<file path="config.mk">
export PLATFORM = sky130hd
export DESIGN_NAME = ps2_rx_fifo
export DESIGN_NICKNAME = d
export VERILOG_FILES = /design/src/rtl/ps2_rx_fifo.sv
export SDC_FILE = /design/constraint.sdc
export NUM_CORES = 1
export LEC_CHECK = 0
export BUFFER_PORTS_ARGS = -buffer_cell sky130_fd_sc_hd__buf_2
export CORE_MARGIN = 3
export CORE_UTILIZATION = 50
export CTS_CLUSTER_SIZE = 14
export DETAILED_ROUTE_END_ITERATION = 10
export PLACE_DENSITY_LB_ADDON = 0.12
export SLEW_MARGIN = 20
export SYNTH_ARGS = -nofsm -noshare
export SYNTH_HDL_FRONTEND = slang
export SYNTH_SLANG_ARGS = --single-unit
</file>
<file path="constraint.sdc">
create_clock -name CLOCK_50 -period 4.3 [get_ports CLOCK_50]
set_clock_uncertainty 0.2 [all_clocks]
set_input_delay 0.43 -clock CLOCK_50 [delete_from_list [all_inputs] [get_ports CLOCK_50]]
set_output_delay 0.43 -clock CLOCK_50 [all_outputs]
set_load 0.01 [all_outputs]
</file>
<file path="src/rtl/ps2_rx_fifo.sv">
`timescale 1ns/1ps
`default_nettype none
// +----------------------------------------------------------------------------+
// | ps2_rx_fifo : PS/2 keyboard receiver with glitch filter, frame checking    |
// |               and a first-word-fall-through scancode FIFO.                 |
// | Rev 1.0                                                                    |
// +----------------------------------------------------------------------------+

module ps2_rx_fifo_filter #(
    parameter int SYNC_STAGES = 2,
    parameter int FILTER_LEN  = 8
) (
    input  logic clk,
    input  logic rst,
    input  logic i_din,
    output logic o_level
);
    localparam int FW = $clog2(FILTER_LEN + 1);

    logic [SYNC_STAGES-1:0] r_sync;
    logic [FW-1:0]          r_cnt;
    logic                   r_level;
    logic                   w_synced;

    assign w_synced = r_sync[SYNC_STAGES-1];
    assign o_level  = r_level;

    // Both sync and filter idle high so reset looks like an idle bus.
    always_ff @(posedge clk or posedge rst) begin
        if (rst) begin
            r_sync  <= '1;
            r_cnt   <= '0;
            r_level <= 1'b1;
        end else begin
            r_sync <= {r_sync[SYNC_STAGES-2:0], i_din};
            if (w_synced != r_level) begin
                if (r_cnt == FW'(FILTER_LEN - 1)) begin
                    r_level <= w_synced;
                    r_cnt   <= '0;
                end else begin
                    r_cnt <= r_cnt + FW'(1);
                end
            end else begin
                r_cnt <= '0;
            end
        end
    end
endmodule

module ps2_rx_fifo #(
    parameter int FIFO_DEPTH     = 16,
    parameter int SYNC_STAGES    = 2,
    parameter int FILTER_LEN     = 8,
    parameter int TIMEOUT_CYCLES = 100000
) (
    input  logic                          CLOCK_50,
    input  logic                          reset,
    input  logic                          PS2_CLK,
    input  logic                          PS2_DAT,
    output logic [7:0]                    scancode,
    output logic                          valid,
    input  logic                          pop,
    output logic [$clog2(FIFO_DEPTH):0]   count,
    output logic                          parity_error,
    output logic                          frame_error,
    output logic                          overflow
);
    localparam int AW = $clog2(FIFO_DEPTH);
    localparam int CW = AW + 1;
    localparam int TW = $clog2(TIMEOUT_CYCLES + 1);

    typedef enum logic [1:0] {
        S_IDLE   = 2'd0,
        S_DATA   = 2'd1,
        S_PARITY = 2'd2,
        S_STOP   = 2'd3
    } state_t;

    logic          w_clk_level;
    logic          w_dat_level;
    logic          r_clk_level_d;
    logic          w_fe;

    state_t        r_state;
    logic [2:0]    r_bit_cnt;
    logic [7:0]    r_shift;
    logic          r_parity_ok;
    logic [TW-1:0] r_timer;
    logic          r_push;
    logic [7:0]    r_push_data;
    logic          r_parity_error;
    logic          r_frame_error;

    logic [7:0]    r_mem [FIFO_DEPTH];
    logic [AW-1:0] r_wr_ptr;
    logic [AW-1:0] r_rd_ptr;
    logic [CW-1:0] r_count;
    logic          r_overflow;
    logic          w_full;
    logic          w_pop;
    logic          w_wr;

    ps2_rx_fifo_filter #(
        .SYNC_STAGES (SYNC_STAGES),
        .FILTER_LEN  (FILTER_LEN)
    ) u_clk_filter (
        .clk     (CLOCK_50),
        .rst     (reset),
        .i_din   (PS2_CLK),
        .o_level (w_clk_level)
    );

    ps2_rx_fifo_filter #(
        .SYNC_STAGES (SYNC_STAGES),
        .FILTER_LEN  (FILTER_LEN)
    ) u_dat_filter (
        .clk     (CLOCK_50),
        .rst     (reset),
        .i_din   (PS2_DAT),
        .o_level (w_dat_level)
    );

    assign w_fe = r_clk_level_d & ~w_clk_level;

    always_ff @(posedge CLOCK_50 or posedge reset) begin
        if (reset) begin
            r_clk_level_d  <= 1'b1;
            r_state        <= S_IDLE;
            r_bit_cnt      <= '0;
            r_shift        <= '0;
            r_parity_ok    <= 1'b0;
            r_timer        <= '0;
            r_push         <= 1'b0;
            r_push_data    <= '0;
            r_parity_error <= 1'b0;
            r_frame_error  <= 1'b0;
        end else begin
            r_clk_level_d  <= w_clk_level;
            r_push         <= 1'b0;
            r_parity_error <= 1'b0;
            r_frame_error  <= 1'b0;

            if (r_state == S_IDLE || w_fe) begin
                r_timer <= '0;
            end else begin
                r_timer <= r_timer + TW'(1);
            end

            // Timer holds cycles since the last fe; abort once the gap hits the limit.
            if (r_state != S_IDLE && !w_fe && r_timer == TW'(TIMEOUT_CYCLES - 1)) begin
                r_frame_error <= 1'b1;
                r_state       <= S_IDLE;
            end else if (w_fe) begin
                case (r_state)
                    S_IDLE: begin
                        if (!w_dat_level) begin
                            r_state   <= S_DATA;
                            r_bit_cnt <= '0;
                        end
                    end
                    S_DATA: begin
                        r_shift   <= {w_dat_level, r_shift[7:1]};
                        r_bit_cnt <= r_bit_cnt + 3'd1;
                        if (r_bit_cnt == 3'd7) begin
                            r_state <= S_PARITY;
                        end
                    end
                    S_PARITY: begin
                        r_parity_ok <= (^r_shift) ^ w_dat_level;
                        r_state     <= S_STOP;
                    end
                    S_STOP: begin
                        r_state <= S_IDLE;
                        if (!w_dat_level) begin
                            r_frame_error <= 1'b1;
                        end else if (!r_parity_ok) begin
                            r_parity_error <= 1'b1;
                        end else begin
                            r_push      <= 1'b1;
                            r_push_data <= r_shift;
                        end
                    end
                    default: r_state <= S_IDLE;
                endcase
            end
        end
    end

    assign w_full = (r_count == CW'(FIFO_DEPTH));
    assign w_pop  = pop & (r_count != '0);
    assign w_wr   = r_push & (~w_full | w_pop);

    always_ff @(posedge CLOCK_50 or posedge reset) begin
        if (reset) begin
            r_wr_ptr   <= '0;
            r_rd_ptr   <= '0;
            r_count    <= '0;
            r_overflow <= 1'b0;
        end else begin
            if (w_wr) begin
                r_wr_ptr <= r_wr_ptr + AW'(1);
            end
            if (w_pop) begin
                r_rd_ptr <= r_rd_ptr + AW'(1);
            end
            if (r_push && w_full && !w_pop) begin
                r_overflow <= 1'b1;
            end
            case ({w_wr, w_pop})
                2'b10:   r_count <= r_count + CW'(1);
                2'b01:   r_count <= r_count - CW'(1);
                default: r_count <= r_count;
            endcase
        end
    end

    always_ff @(posedge CLOCK_50) begin
        if (w_wr) begin
            r_mem[r_wr_ptr] <= r_push_data;
        end
    end

    // Storage is not reset, so mask the head while empty to present zero.
    assign valid        = (r_count != '0);
    assign scancode     = valid ? r_mem[r_rd_ptr] : 8'h00;
    assign count        = r_count;
    assign parity_error = r_parity_error;
    assign frame_error  = r_frame_error;
    assign overflow     = r_overflow;
endmodule

`default_nettype wire

</file>
==> run_results.csv, run 1 <==
group,metric,value,unit
synth,synthArstFlopShare,35.7,%
timing,tns,0,ns
clock_tree,cts_buffer_depth,2,
drt,viasPerCell,5.64,
final_layout,ff_latch_area,0.00563,sq mm
worst_setup_path,cp_num_buf_inv,2,
power_and_ir_drop,ir_worst_vdd,0.266,mV
clock_tree,ctsResizeCount,0,
global_routing,antenna_found_initial,0,
power_and_ir_drop,p_per_area,516,mW/mm^2
clock_tree,cts_max_level,4,
floorplanning,initial_core_util,51.4,%
worst_setup_path,worstSetupPathType,"reg -> out",
timing,setup_viol,0,
timing,setup_ws,1.09,ns
global_routing,grt_use_total,17.5,%
final_layout,fillers,1293,
placed_design,port_buffers,21,
floorplanning,fp.dieH,134,microns
worst_setup_path,end_kind,"primary output",
worst_setup_path,arrival,2.58,ns
timing,min_period,3.21,ns
worst_setup_path,cp_max_fo,18,
outcome,status,"finished clean",
worst_hold_path,hp-class,"in -> async",
synth,synth_area,0.00823,sq mm
synth,ys.warnings.count,0,
drt,wl,14900,microns
clock_tree,clock_latency,0.42,ns
drt,wl_per_cell,19.3,microns
clock_tree,post_cts_buffers,0,
drt,drtIter0Drc,323,
placed_design,post-place-ws,1.47,ns
global_routing,grt_pass1_vias,4357,
global_routing,grt_max_degree,47,
synth,synth_cell_types,53,
floorplanning,rows,46,
drt,antenna_left,0,
placed_design,dpl.hpwl,9680,microns
worst_setup_path,slowest_delay,0.78,ns
worst_setup_path,crit_slowest_cell,"dfrtp_2",
timing,period_share,74.6,%
drt,vias,4346,
timing,tightestPinTransition,1.06,ns
synth,synth_top_area_share,46.7,%
floorplanning,fp.coreArea,0.0160,sq mm
synth,ys_seq_elements,199,
floorplanning,die_width,134,microns
worst_setup_path,crit_family,"flip-flops",
synth,yosysTopAreaCell,"edfxtp_1",
clock_tree,clkTransAtPathRegs,0.07,ns
global_routing,overflow,0,
job,max_cap_viol_count,0,
drt,drc,0,
synth,postSynthCellCount,512,
timing,fmax,0.312,GHz
synth,ys_seq_area_share,68.4,%
placed_design,gp_congestion,0.840,
floorplanning,io-pin-count,22,
timing,hold_violations,0,
synth,synthTopCellsByArea,"edfxtp_1, dfrtp_1, mux4_2",
final_layout,antenna_cells,0,
global_routing,grt_pass1_wl,24100,microns
synth,ys.flop_type,"edfxtp_1",
synth,synth_common_cells,"edfxtp_1, dfrtp_1, nor2_1, mux4_2, nand2_1",
clock_tree,numCtsBuffers,17,
timing,slew_violations,0,
synth,syn_area_per_cell,16.1,sq um
clock_tree,cts_tree,"yes",
final_layout,area_growth,10.9,%
clock_tree,cts_root_buffer,"clkbuf_16",
power_and_ir_drop,cellLeakagePower,3.45,nW
worst_setup_path,path_cells,"buf_4 > mux4_2 > a22oi_1 > a21oi_1 > buf_2",
final_layout,drive_above_1_share,23.1,%
synth,synth-edff-count,128,
worst_setup_path,critPathLaunchType,"register",
synth,yosysMostFrequentCell,"edfxtp_1",
timing,slew_headroom,29.1,%
clock_tree,cts.sinks,199,
synth,synth_nets,533,
floorplanning,die_area,0.0180,sq mm
final_layout,multiInputGateArea,0.00246,sq mm
drt,first_pass_iters,6,
worst_setup_path,worstPathRequired,3.67,ns
timing,rsz0062_at_grt,"false",
final_layout,nNetsFinal,562,
-- logic make-up after synthesis --
logic type,share of synthesized area (%)
xor+xnor,3.68
mux,11.5
buf+inv,1.61
simple gates,7.77
fa+ha+maj,2.43
flops,68.4
compound gates,4.53
-- routing by layer --
| metal | share of wire [%] | vias up | wire (microns) | GRT usage, % |
|---|---|---|---|---|
| li1 | - | 2004 | - | - |
| met1 | 47 | 2236 | 6970 | 25.2 |
| met2 | 49 | 93 | 7230 | 27.7 |
| met3 | 3.4 | 13 | 502 | 3.34 |
| met4 | 1.1 | 0 | 163 | 5.26 |
| met5 | 0 | - | 0 | 0 |
-- sequential cells by signal (all words and copies together), names as in the netlist, 3 cells and up --
register,count
r_mem,128
r_timer,17
r_push_data,8
r_shift,8
count,5
r_rd_ptr,4
r_wr_ptr,4
u_clk_filter.r_cnt,4
u_dat_filter.r_cnt,4
r_bit_cnt,3
-- report_power, final --
part | internal [W] | switching, W | total [W]
combinational | 0.000417 | 0.000461 | 0.000878
clock | 0.000740 | 0.000679 | 0.00142
sequential | 0.00215 | 0.000269 | 0.00242
-- worst paths after layout --
kind                       cells after the start                                to  slack [ns]                              from
setup / recovery                               5                       scancode[4]        1.09           r_rd_ptr[0]$_DFFE_PP0N_
hold / removal                                 2             r_timer[13]$_DFF_PP0_        0.02                             reset
setup reg to reg                               4            r_mem[13][5]$_DFFE_PP_        1.61              count[1]$_DFFE_PP0P_
hold reg to reg                                0  u_clk_filter.r_sync[1]$_DFF_PP1_        0.16  u_clk_filter.r_sync[0]$_DFF_PP1_
max in group asynchronous                      3  u_dat_filter.r_sync[0]$_DFF_PP1_        2.95                             reset
min in group CLOCK_50                          3           r_rd_ptr[2]$_DFFE_PP0N_        0.16                               pop
-- area by class of cell --
type / count / area share [%]
flip-flops and latches: 199 / 61.7
inverters: 13 / 0.535
repair buffers: 30 / 1.95
clock inverters: 15 / 1.14
clock buffers: 17 / 4.66
multi-input cells: 280 / 27.0
well taps: 216 / 2.96
-- stage by stage --
step                      total power [W]  cells  hold WS (ns)  cell area, sq um  util, %
after floorplan                   0.00307    512         0.145              8230        -
after global placement            0.00331    736         0.148              8570     53.6
after detailed placement          0.00334    736         0.147              8570     53.6
after CTS                         0.00476    770        0.0601              9120     57.0
after global routing              0.00495    770         0.110              9120     57.0
final                             0.00471    770        0.0183              9120     57.0
-- cell usage in the layout, fill, tap and decap left out, drive strengths merged, types with 2 or more instances in the layout --
cell	Yosys	routed
o21ai	9	9
nor2b	6	6
buf	12	28
o211ai	3	3
dfrtp	64	64
a31oi	2	2
clkinvlp	0	2
a22oi	16	16
edfxtp	128	128
nor3	8	8
ha	16	16
xor2	12	12
mux2	20	20
and4	2	2
or3	7	7
and3	2	2
dfstp	7	7
clkbuf	8	17
nand2b	4	4
or4	3	3
nor4	4	4
mux4	32	32
nand2	24	24
nand3	13	13
nand4	10	10
xnor2	20	20
dlygate4sd3	0	2
clkinv	0	10
nor2	38	38
inv	13	16
a21oi	14	14
-- timing repair --
item / CTS / global route
hold buffers: 2 / 0
setup endpoints to repair: 0 / 0
endpoints found under the hold margin: 2 / 0
No activity file was read; power rests on OpenSTA's default activity.
==> run 2, diff against run 1 <==
Clock period 4.3 ns to 2.9 ns, I/O delays scaled along.
==> run_results.csv, run 2 (same netlist as run 1, synthesis figures left out) <==
group,metric,value,unit
outcome,status,"finished clean",
drt,viasPerCell,5.68,
final_layout,antenna_cells,0,
final_layout,final_common_cell,"edfxtp_1",
timing,period_share,93.4,%
floorplanning,fp.dieH,134,microns
worst_setup_path,ff2ff_setup_slack,0.53,ns
global_routing,grt_use_total,18.2,%
worst_setup_path,arrival,2.22,ns
power_and_ir_drop,ir_worst_vdd,0.547,mV
timing,hold_violations,0,
floorplanning,die_width,134,microns
floorplanning,initial_core_util,51.4,%
timing,setup_viol,0,
job,max_cap_viol_count,0,
drt,drtIter0Drc,320,
clock_tree,cts_max_level,4,
floorplanning,fp.coreArea,0.0160,sq mm
drt,drc,0,
global_routing,grt_max_degree,36,
timing,rsz0062_at_grt,"false",
drt,first_pass_iters,5,
global_routing,antenna_found_initial,0,
timing,slew_headroom,44.6,%
drt,top_layer,"met4",
clock_tree,cts.sinks,199,
worst_setup_path,worstSetupPathType,"reg -> out",
clock_tree,cts_buffer_depth,2,
drt,wl_per_cell,19.4,microns
timing,fmax,0.369,GHz
timing,min_period,2.71,ns
clock_tree,cts_tree,"yes",
power_and_ir_drop,cellLeakagePower,3.56,nW
final_layout,fillers,1285,
clock_tree,clock_latency,0.42,ns
final_layout,drive_above_1_share,24.6,%
timing,tns,0,ns
worst_setup_path,cp_max_fo,26,
floorplanning,die_area,0.0180,sq mm
final_layout,area_growth,13.1,%
timing,tightestPinTransition,0.828,ns
final_layout,ff_latch_area,0.00563,sq mm
drt,wl,15200,microns
global_routing,grt_pass1_vias,4570,
drt,antenna_left,0,
timing,slew_violations,0,
drt,m1WireLength,6720,microns
drt,wl_met2,7710,microns
final_layout,nNetsFinal,576,
final_layout,multiInputGateArea,0.00246,sq mm
final_layout,final_util,58.2,%
drt,dr_wl_met3,550,microns
floorplanning,rows,46,
placed_design,dpl.hpwl,10100,microns
final_layout,largest_register_ffs,128,
global_routing,grt_pass1_wl,25000,microns
worst_setup_path,critPathLaunchType,"register",
final_layout,top_regs,"r_mem x128, r_timer x17",
worst_setup_path,worstPathRequired,2.41,ns
clock_tree,numCtsBuffers,17,
drt,vias,4444,
floorplanning,io-pin-count,22,
worst_hold_path,hp-class,"in -> reg",
clock_tree,clkTransAtPathRegs,0.07,ns
placed_design,port_buffers,21,
clock_tree,cts_root_buffer,"clkbuf_16",
final_layout,regMostFlops,"r_mem",
final_layout,mostFrequentLayoutCells,"edfxtp_1, dfrtp_1, nor2_1",
placed_design,gp_congestion,0.845,
global_routing,overflow,0,
power_and_ir_drop,p_per_area,778,mW/mm^2
clock_tree,post_cts_buffers,0,
worst_setup_path,end_kind,"primary output",
## run 2: changes by cell type in the layout (fill, tap and decap cells not counted), moves of 2 or more
| cell | change |
|---|---|
| buf_12 | +2 |
| bufinv_16 | +3 |
| buf_4 | +11 |
| inv_6 | -2 |
## run 2: final cells by class
| type | instances | share of cell area, % |
|---|---|---|
| clock buffers | 17 | 4.57 |
| flip-flops and latches | 199 | 60.5 |
| clock inverters | 13 | 1.68 |
| well taps | 216 | 2.90 |
| inverters | 13 | 0.524 |
| repair buffers | 44 | 3.33 |
| multi-input cells | 280 | 26.5 |
## run 2: what timing repair did
action	4_1_cts	5_1_grt
hold buffers	3	0
hold endpoints to repair	27	0
gates resized for setup	0	0
## run 2: final timing paths
path,cells past startpoint,start,to
min reg2reg,0,u_dat_filter.r_sync[0]$_DFF_PP1_,u_dat_filter.r_sync[1]$_DFF_PP1_
max,5,r_rd_ptr[0]$_DFFE_PP0N_,scancode[0]
max reg2reg,7,count[4]$_DFFE_PP0P_,count[4]$_DFFE_PP0P_
min in group asynchronous,3,reset,r_state[0]$_DFFE_PP0P_
max in group asynchronous,4,reset,u_dat_filter.o_level$_DFFE_PP1P_
min,3,pop,r_rd_ptr[2]$_DFFE_PP0N_
## run 2: layer usage
metal,GRT usage [%],vias up
met3,4.24,22
met1,25.0,2284
li1,-,2046
met5,0,-
met2,29.6,92
met4,5.03,0
## run 2: critical path: stages (launching register included)
cell     delay, ns
dfrtp_2       0.38
buf_12        0.24
mux4_2        0.53
a22oi_1       0.35
a21oi_1       0.12
buf_2         0.16
## run 2: per-stage QoR
stage,area [sq um],hold slack (ns),total power (W),setup WS [ns],std cells
2_1_floorplan,8230,0.0945,0.00455,0.525,512
3_3_place_gp,8690,0.149,0.00495,0.573,749
3_5_place_dp,8690,0.149,0.00499,0.556,749
4_1_cts,9310,0.0000675,0.00732,0.158,782
5_1_grt,9310,0.0103,0.00762,0.0774,782
6_report,9310,0.0146,0.00724,0.193,782
## run 2: report_power, final
part,internal (W),switching (W)
Clock,0.00134,0.000986
Sequential,0.00318,0.000242
Combinational,0.000664,0.000825
